`src/rtl/ceespu_decode.sv`:
```
// ceespu decode/operand-fetch stage: 32x32 register file, instruction cracking and hazard interlock.
// Define CEESPU_REGFILE_BYPASS_EN to forward same-cycle writeback data to register reads.
module ceespu_decode (
  input  logic        I_clk,
  input  logic        I_rst,
  input  logic [31:0] I_instr,
  input  logic [13:0] I_PC,
  input  logic        I_valid,
  input  logic        I_busy,
  input  logic        I_taken,
  input  logic [4:0]  I_wbSel,
  input  logic        I_wbWe,
  input  logic [31:0] I_wbData,
  output logic [4:0]  O_selD,
  output logic [3:0]  O_aluop,
  output logic        O_we,
  output logic        O_branch,
  output logic [1:0]  O_selWb,
  output logic [2:0]  O_branchop,
  output logic [31:0] O_dataA,
  output logic [31:0] O_dataB,
  output logic [1:0]  O_selCin,
  output logic [3:0]  O_selMem,
  output logic [13:0] O_PC,
  output logic [13:0] O_target,
  output logic [31:0] O_memAddr,
  output logic        O_memWe,
  output logic [31:0] O_memData,
  output logic        O_stall
);

  typedef enum logic [2:0] {
    CLS_BUBBLE, CLS_ALU_RR, CLS_ALU_RI, CLS_LOAD, CLS_BRANCH, CLS_STORE, CLS_JAL
  } cls_t;

  typedef struct packed {
    logic [4:0]  sel_d;
    logic [3:0]  aluop;
    logic        we;
    logic        branch;
    logic [1:0]  sel_wb;
    logic [2:0]  branchop;
    logic [31:0] data_a;
    logic [31:0] data_b;
    logic [1:0]  sel_cin;
    logic [3:0]  sel_mem;
    logic [13:0] pc;
    logic [13:0] target;
    logic [31:0] mem_addr;
    logic        mem_we;
    logic [31:0] mem_data;
  } bundle_t;

  logic [31:0] regs_q [32];
  logic [31:0] regs_d [32];
  bundle_t     out_q, out_d, dec;
  cls_t        cls;

  logic [5:0]  op;
  logic [4:0]  rd, ra, rb;
  logic [15:0] imm16;
  logic [31:0] simm;
  logic [31:0] val_ra, val_rb, val_rd;
  logic        use_ra, use_rb, use_rd;
  logic        ex_hit, wb_hit, hazard;

  assign op    = I_instr[31:26];
  assign rd    = I_instr[25:21];
  assign ra    = I_instr[20:16];
  assign rb    = I_instr[15:11];
  assign imm16 = I_instr[15:0];
  assign simm  = {{16{imm16[15]}}, imm16};

  always_comb begin
    regs_d = regs_q;
    if (I_wbWe && I_wbSel != 5'd0) regs_d[I_wbSel] = I_wbData;
  end

  always_ff @(posedge I_clk or negedge I_rst) begin
    if (!I_rst) regs_q <= '{default: '0};
    else        regs_q <= regs_d;
  end

  // R0 is never written, so it reads as zero without a special case.
`ifdef CEESPU_REGFILE_BYPASS_EN
  assign val_ra = (I_wbWe && I_wbSel == ra && ra != 5'd0) ? I_wbData : regs_q[ra];
  assign val_rb = (I_wbWe && I_wbSel == rb && rb != 5'd0) ? I_wbData : regs_q[rb];
  assign val_rd = (I_wbWe && I_wbSel == rd && rd != 5'd0) ? I_wbData : regs_q[rd];
`else
  assign val_ra = regs_q[ra];
  assign val_rb = regs_q[rb];
  assign val_rd = regs_q[rd];
`endif

  always_comb begin
    casez (op)
      6'b00????: cls = CLS_ALU_RR;
      6'b01????: cls = CLS_ALU_RI;
      6'b10????: cls = CLS_LOAD;
      6'b110???: cls = CLS_BRANCH;
      6'b1110??: cls = CLS_STORE;
      6'b111100: cls = CLS_JAL;
      default:   cls = CLS_BUBBLE;
    endcase
  end

  assign use_ra = (cls == CLS_ALU_RR) || (cls == CLS_ALU_RI) || (cls == CLS_LOAD) ||
                  (cls == CLS_BRANCH) || (cls == CLS_STORE);
  assign use_rb = (cls == CLS_ALU_RR) || (cls == CLS_BRANCH);
  assign use_rd = (cls == CLS_STORE);

  assign ex_hit = out_q.we && (out_q.sel_d != 5'd0) &&
                  ((use_ra && ra == out_q.sel_d) || (use_rb && rb == out_q.sel_d) ||
                   (use_rd && rd == out_q.sel_d));
`ifdef CEESPU_REGFILE_BYPASS_EN
  assign wb_hit = 1'b0;
`else
  // Without forwarding, the value being written this cycle is not yet readable.
  assign wb_hit = I_wbWe && (I_wbSel != 5'd0) &&
                  ((use_ra && ra == I_wbSel) || (use_rb && rb == I_wbSel) ||
                   (use_rd && rd == I_wbSel));
`endif
  assign hazard  = I_valid && (ex_hit || wb_hit);
  assign O_stall = !I_taken && (I_busy || hazard);

  always_comb begin
    dec = '0;
    if (cls != CLS_BUBBLE) begin
      dec.pc     = I_PC + 14'd1;
      dec.target = I_PC + imm16[13:0];
    end
    case (cls)
      CLS_ALU_RR, CLS_ALU_RI: begin
        dec.aluop   = op[3:0];
        dec.data_a  = val_ra;
        dec.data_b  = (cls == CLS_ALU_RR) ? val_rb : simm;
        dec.sel_cin = (cls == CLS_ALU_RR) ? I_instr[1:0] : 2'd0;
        dec.we      = 1'b1;
        dec.sel_d   = rd;
      end
      CLS_LOAD: begin
        dec.sel_mem  = op[3:0];
        dec.mem_addr = val_ra + simm;
        dec.we       = 1'b1;
        dec.sel_wb   = 2'd1;
        dec.sel_d    = rd;
      end
      CLS_BRANCH: begin
        dec.branch   = 1'b1;
        dec.branchop = op[2:0];
        dec.data_a   = val_ra;
        dec.data_b   = val_rb;
      end
      CLS_STORE: begin
        dec.mem_we   = 1'b1;
        dec.mem_addr = val_ra + simm;
        dec.mem_data = val_rd;
        dec.sel_mem  = {2'b00, op[1:0]};
      end
      CLS_JAL: begin
        dec.branch   = 1'b1;
        dec.branchop = 3'b111;
        dec.we       = 1'b1;
        dec.sel_wb   = 2'd2;
        dec.sel_d    = rd;
      end
      default: ;
    endcase
  end

  always_comb begin
    out_d = out_q;
    if (I_taken)                  out_d = '0;
    else if (I_busy)              out_d = out_q;
    else if (hazard || !I_valid)  out_d = '0;
    else                          out_d = dec;
  end

  always_ff @(posedge I_clk or negedge I_rst) begin
    if (!I_rst) out_q <= '0;
    else        out_q <= out_d;
  end

  assign O_selD     = out_q.sel_d;
  assign O_aluop    = out_q.aluop;
  assign O_we       = out_q.we;
  assign O_branch   = out_q.branch;
  assign O_selWb    = out_q.sel_wb;
  assign O_branchop = out_q.branchop;
  assign O_dataA    = out_q.data_a;
  assign O_dataB    = out_q.data_b;
  assign O_selCin   = out_q.sel_cin;
  assign O_selMem   = out_q.sel_mem;
  assign O_PC       = out_q.pc;
  assign O_target   = out_q.target;
  assign O_memAddr  = out_q.mem_addr;
  assign O_memWe    = out_q.mem_we;
  assign O_memData  = out_q.mem_data;

endmodule
```
`config.mk`:
```
export PLATFORM = sky130hd
export DESIGN_NAME = ceespu_decode
export DESIGN_NICKNAME = d
export VERILOG_FILES = /design/src/rtl/ceespu_decode.sv
export SDC_FILE = /design/constraint.sdc
export NUM_CORES = 2
export LEC_CHECK = 0
export CORE_MARGIN = 1.5
export CORE_UTILIZATION = 49
export CTS_CLUSTER_SIZE = 20
export DETAILED_ROUTE_END_ITERATION = 8
export GPL_TIMING_DRIVEN = 0
export PLACE_DENSITY_LB_ADDON = 0.1
export SLEW_MARGIN = 20
export SYNTH_ARGS = -nofsm -noshare
export SYNTH_HDL_FRONTEND = slang
export SYNTH_SLANG_ARGS = --single-unit
```
`constraint.sdc`:
```
create_clock -name I_clk -period 5.28 [get_ports I_clk]
set_clock_uncertainty 0.05 [all_clocks]
set_input_delay 1.056 -clock I_clk [delete_from_list [all_inputs] [get_ports I_clk]]
set_output_delay 1.056 -clock I_clk [all_outputs]
set_load 0.05 [all_outputs]
```
Word level (Yosys, flattened, before mapping):

Cells that the tools add are included.

* mux-type cells: 30
* add/subtract/negate cells: 3
* equal/unequal tests: 18
* reduce and logical (&&, ||, !) cells: 35
* order comparisons: 5
* bitwise logic cells: 4

Operators with widths (count)
* $bwmux W1024: 1
* $mux W179: 3
* $bmux W32 S5: 3
* $mux W32: 9
* $demux W32 S5: 1
* $pmux W64 S2: 1
* $mux W33: 1
* $add A32 B32 Y32: 1
* $eq A5 B5 Y1: 6
* $mux W28: 1
* $ge A6 B6 Y1 const B: 4
* $not A5 Y6: 4
* $pmux W3 S6: 1
* $add A14 B1 Y14 const B: 1
* $add A14 B14 Y14: 1
* $logic_and A1 B1 Y1: 13
* $eq A3 B3 Y1 const B: 4
* $logic_or A1 B1 Y1: 12
* $reduce_bool A5 Y1: 2
* $pmux W4 S2: 1
* $eq A3 B2 Y1 const B: 2
* $eq A6 B6 Y1 const B: 1
* $lt A6 B1 Y1 const B: 1
* $pmux W3 S2: 1
* other kinds (15): 20

* register bits: 1203
* word-level logic and storage cells: 142
* output and inout port bits: 180

Logic depth before layout (Yosys ltp):

* depth after elaboration: 17
* gate-level depth with buffers: 17
* depth with buffers taken out: 14

Worst setup path before layout:

Ideal clock, no wire load.

* kind: input-to-reg
* from: in I_instr[17]
* to: reg out_q, in the netlist O_memAddr[24]
* arrival time: 5179 ps
* path buffers: 3
* path slack: -26 ps
* stages: 15
* cell sequence: clkbuf_1 -> clkbuf_1 -> clkbuf_1 -> mux4_2 -> mux4_2 -> mux2_2 -> ha_1 -> and2_1 -> a221o_1 -> or3_1 -> o21a_1 -> a31o_2 -> a2111oi_0 -> a311oi_1 -> o21ai_1

* word-level cells in the longest chain between the ends: 11
* elaborated cells on any way between the ends: 22
* those cells by class: add/sub (1); eq/ne (2); mux (7); bitwise (1); reduce/logical (11)

Ends and longest elaborated chain
* start, declared: line 6 `input logic [31:0] I_instr,`
* branches (longest 8 deep; another with $add A32 B32 Y32)
* $mux W179 *: line 175 `else if (hazard || !I_valid) out_d = '0;`
* $mux W179 *: line 174 `else if (I_busy) out_d = out_q;`
* $mux W179 *: line 173 `if (I_taken) out_d = '0;`
* end signal, assigned: line 181 `else out_q <= out_d;`
* end, declared: line 56 `bundle_t out_q, out_d, dec;`

Every way passes the cells marked *. The select of a mux whose other input is x is not followed.
A chain may end at the register's enable or synchronous reset.

Final worst setup path:

* from: in I_instr[12]
* to: reg out_q, in the netlist O_dataB[30]

* word-level cells in the longest chain between the ends: 11
* elaborated cells on any way between the ends: 22
* those cells by class: eq/ne (2); mux (8); bitwise (1); reduce/logical (11)

Ends and longest elaborated chain (line)
* branches (longest 8 deep; another with $pmux W64 S2)
* $mux W179 *: 175
* $mux W179 *: 174
* $mux W179 *: 173

Marked as above.

==> summary.txt <==
CTS tree -> done
Area leader, netlist -> dfrtp_1
Routability Congestion -> 0.963
Worst slew margin -> 10.5%
PD cells -> 372 nW/um^2
CP cell instances -> clkdlybuf4s50_1 -> buf_2 -> buf_2 -> buf_1 -> clkbuf_1 -> mux4_2 -> mux4_2 -> o21ai_0 -> o21ai_1
Fin. max-slew vios -> 0
Placed cell count -> 6737
Root buf cell -> clkbuf_16
Leakage power -> 33.6 nW
Row cnt -> 139
Post-synth EDFFs -> 0
Tcrit/Tclk final -> 104%
Critical path arrival -> 6.10 ns
Total GRT Usage -> 37.2%
Final min period -> 5.51 ns
Commonest non-fill, non-tap cell in the layout -> dfrtp_1
Sequential element share of the synthesized area -> 42.5%
WS Path Type -> primary input to flip-flop
Synthesis Warnings -> 0
Worst-Margin Slew -> 1.34 ns
Final WL -> 270000 um
Synth top area share -> 42.5%
Drt first pass iters -> 8
Die Y-Extent -> 383 um
CTS H-Tree Depth -> 4
Detailed placement HPWL -> 197000 um
Failing checks -> negative setup slack
Post-Synthesis Cells -> 4562
First-pass GRT wire length -> 377000 um
Post-route insts no fill -> 6990
HP Class -> primary input to asynchronous set/reset pin
Via/cell ratio -> 7.05
Critical Path RT -> 5.88 ns
CTS clock-pin slew for the worst setup and hold paths -> 0.06 ns
Status -> complete, but fails checks
Main flop type after synthesis -> dfrtp_1
Yosys cell types -> 66
Fmax -> 0.182 GHz
Worst setup SP type -> primary input
Drt initial violations -> 6464
RSZ-0062 raised after global routing -> true
Vias in the first global route -> 48.9k
Main area contributors after synthesis -> dfrtp_1 42%, mux4_2 30%, mux2_2 16%
Syn Std Cell Area -> 70900 sq um
Max VDD drop -> 0.000277 V
DR WL met2 -> 117000 um
Synthesis-stage register bit count -> 1203
Worst setup margin -> -0.226 ns
Core area -> 143000 sq um
Area Growth Syn to Fin -> 14.6%
Worst-path maximum fanout -> 10
WL met3 -> 36100 um
Final ANT Viol Nets -> 0
Final hold vios -> 0
GR Overflow Total -> 0
Max Cap Violations -> 0
Setup WS pre-CTS -> -1.97 ns
Worst skew pair latency -> 0.80 ns
CTS max path bufs -> 3
Post-Syn Area per Cell -> 15.5 sq um
Async set-reset flop share out of synthesis -> 100%
Endpoints failing setup -> 7
Starting density of the core -> 49.4%
Syn nets -> 4698
Routed metal-1 wire length -> 104000 um
Nets@finish -> 5112
Total number of vias -> 49.3k
I/O pins -> 269
Most frequent cells in the layout -> 1203 x dfrtp_1, 1022 x mux2_2, 954 x mux4_2
Port bufs -> 257
Die ar. -> 147000 sq um
Initial antenna violation count -> 20
Die width -> 383 um
Routed wire per std cell -> 38.6 um
Num Clock Sinks -> 1203
Slowest-stage cell, CP -> buf_1
Share of post-route cells with drive strength above 1 -> 48.1%
Total power -> 30.2 mW
Inserted Clock Buffers -> 140
DRC -> 0
CP endpoint kind -> flip-flop
Largest net degree at the start of global routing -> 144
Max Used Layer -> met5
Max stage delay on crit path -> 0.92 ns
## cell usage after synthesis (4+ instances only)
cell      count
a21o_1       11
a21oi_1      37
a22o_1       32
a22oi_1       4
a31oi_1       6
a32o_1       36
and2_1        5
and3_1       10
buf_1        78
buf_2        95
clkbuf_1    327
dfrtp_1    1203
ha_1         45
inv_1         9
mux2_2     1022
mux2i_1      58
mux4_2      954
nand2_1     173
nand2b_1      9
nand3_1      17
nand3b_1      6
nand4_1       8
nor2_1       48
nor2b_1      11
nor3_1       17
nor3b_1       7
o211ai_1      7
o21a_1        5
o21ai_0      96
o21ai_1      66
or2_2         4
or3_1        23
xnor2_1      35
xor2_1       46
## report_power, final
group | internal (mW) | leakage [nW] | switching [mW]
clock | 5.85 | 2.29 | 4.14
combinational | 4.36 | 15.7 | 3.67
sequential | 10.8 | 15.6 | 1.44
## cell families (layout without fill, tap and decap cells)
kind of cell	Yosys count	count (layout)	share of synthesized area [%]
adders and majority gates	47	47	0.851
xor gates and xnor gates	81	81	1.00
and+or+nand+nor	349	349	2.30
other	0	11	0
DFF	1203	1203	42.5
buffers and inverters	516	1030	2.94
muxes	2034	2034	47.4
AOI/OAI and AO/OA	332	332	3.04
## layer usage
metal / vias up / track usage, %
met2: 3133 / 53.4
li1: 19000 / -
met3: 672 / 15.1
met4: 16 / 15.8
met1: 26400 / 49.7
met5: - / 1.09
## worst max-delay path, delay by kind of cell
family / cells / cell delay, ns
mux: 2 / 0.97
buf+inv: 5 / 3.22
compound gates: 2 / 0.80
## flip-flops by register name, indices dropped and copies added, names as in the netlist, 5 cells and up
| name | cells |
|---|---|
| O_selD | 5 |
| O_PC | 14 |
| regs_q | 1024 |
| O_target | 14 |
| O_dataB | 32 |
| O_memData | 32 |
| O_memAddr | 32 |
| O_dataA | 32 |
## final cells by class
cell class              count  area [sq um]
well taps                1903          2380
multi-input cells        2843         38700
clock buffers             198          4150
clock inverters            44           468
diodes                     11          27.5
fillers                 11600         62300
flip-flops and latches   1203         30100
plain buffers             505          2330
repair buffers            273          2940
inverters                  10          37.5
## stage by stage
| stage | cell area (sq um) | TNS (ns) | util [%] | hold WS [ns] |
|---|---|---|---|---|
| after CTS | 81000 | 0 | 56.5 | 0.0938 |
| final | 81200 | -0.406 | 56.6 | 0.111 |
| after detailed placement | 76300 | -51.58 | 53.2 | 0.421 |
| after global routing | 81200 | -0.0742 | 56.6 | 0.120 |
| after global placement | 75800 | - | 52.8 | 0.410 |
| after floorplan | 70900 | 0 | - | 0.408 |
## path summary, 6_finish.rpt
kind	startpoint	to	slack (ns)	cells after the start
worst max-delay path	I_instr[12]	O_dataB[30]	-0.23	9
worst min-delay path	I_rst	regs_q[602]	0.11	1
worst max register to register	regs_q[11]	O_memAddr[24]	0.72	12
worst min register to register	O_memWe	O_memWe	0.42	2
max in group asynchronous	I_rst	regs_q[9]	2.64	4
min in group I_clk	O_memWe	O_memWe	0.42	2
## repair_timing
item,4_1_cts,5_1_grt
buffers inserted,0,1
hold buffers,0,0
pin swaps,0,1
gates cloned,0,0
resized for setup,68,45
endpoints found under the setup margin,25,10
Note: power is estimated with default switching activity, not from simulation.
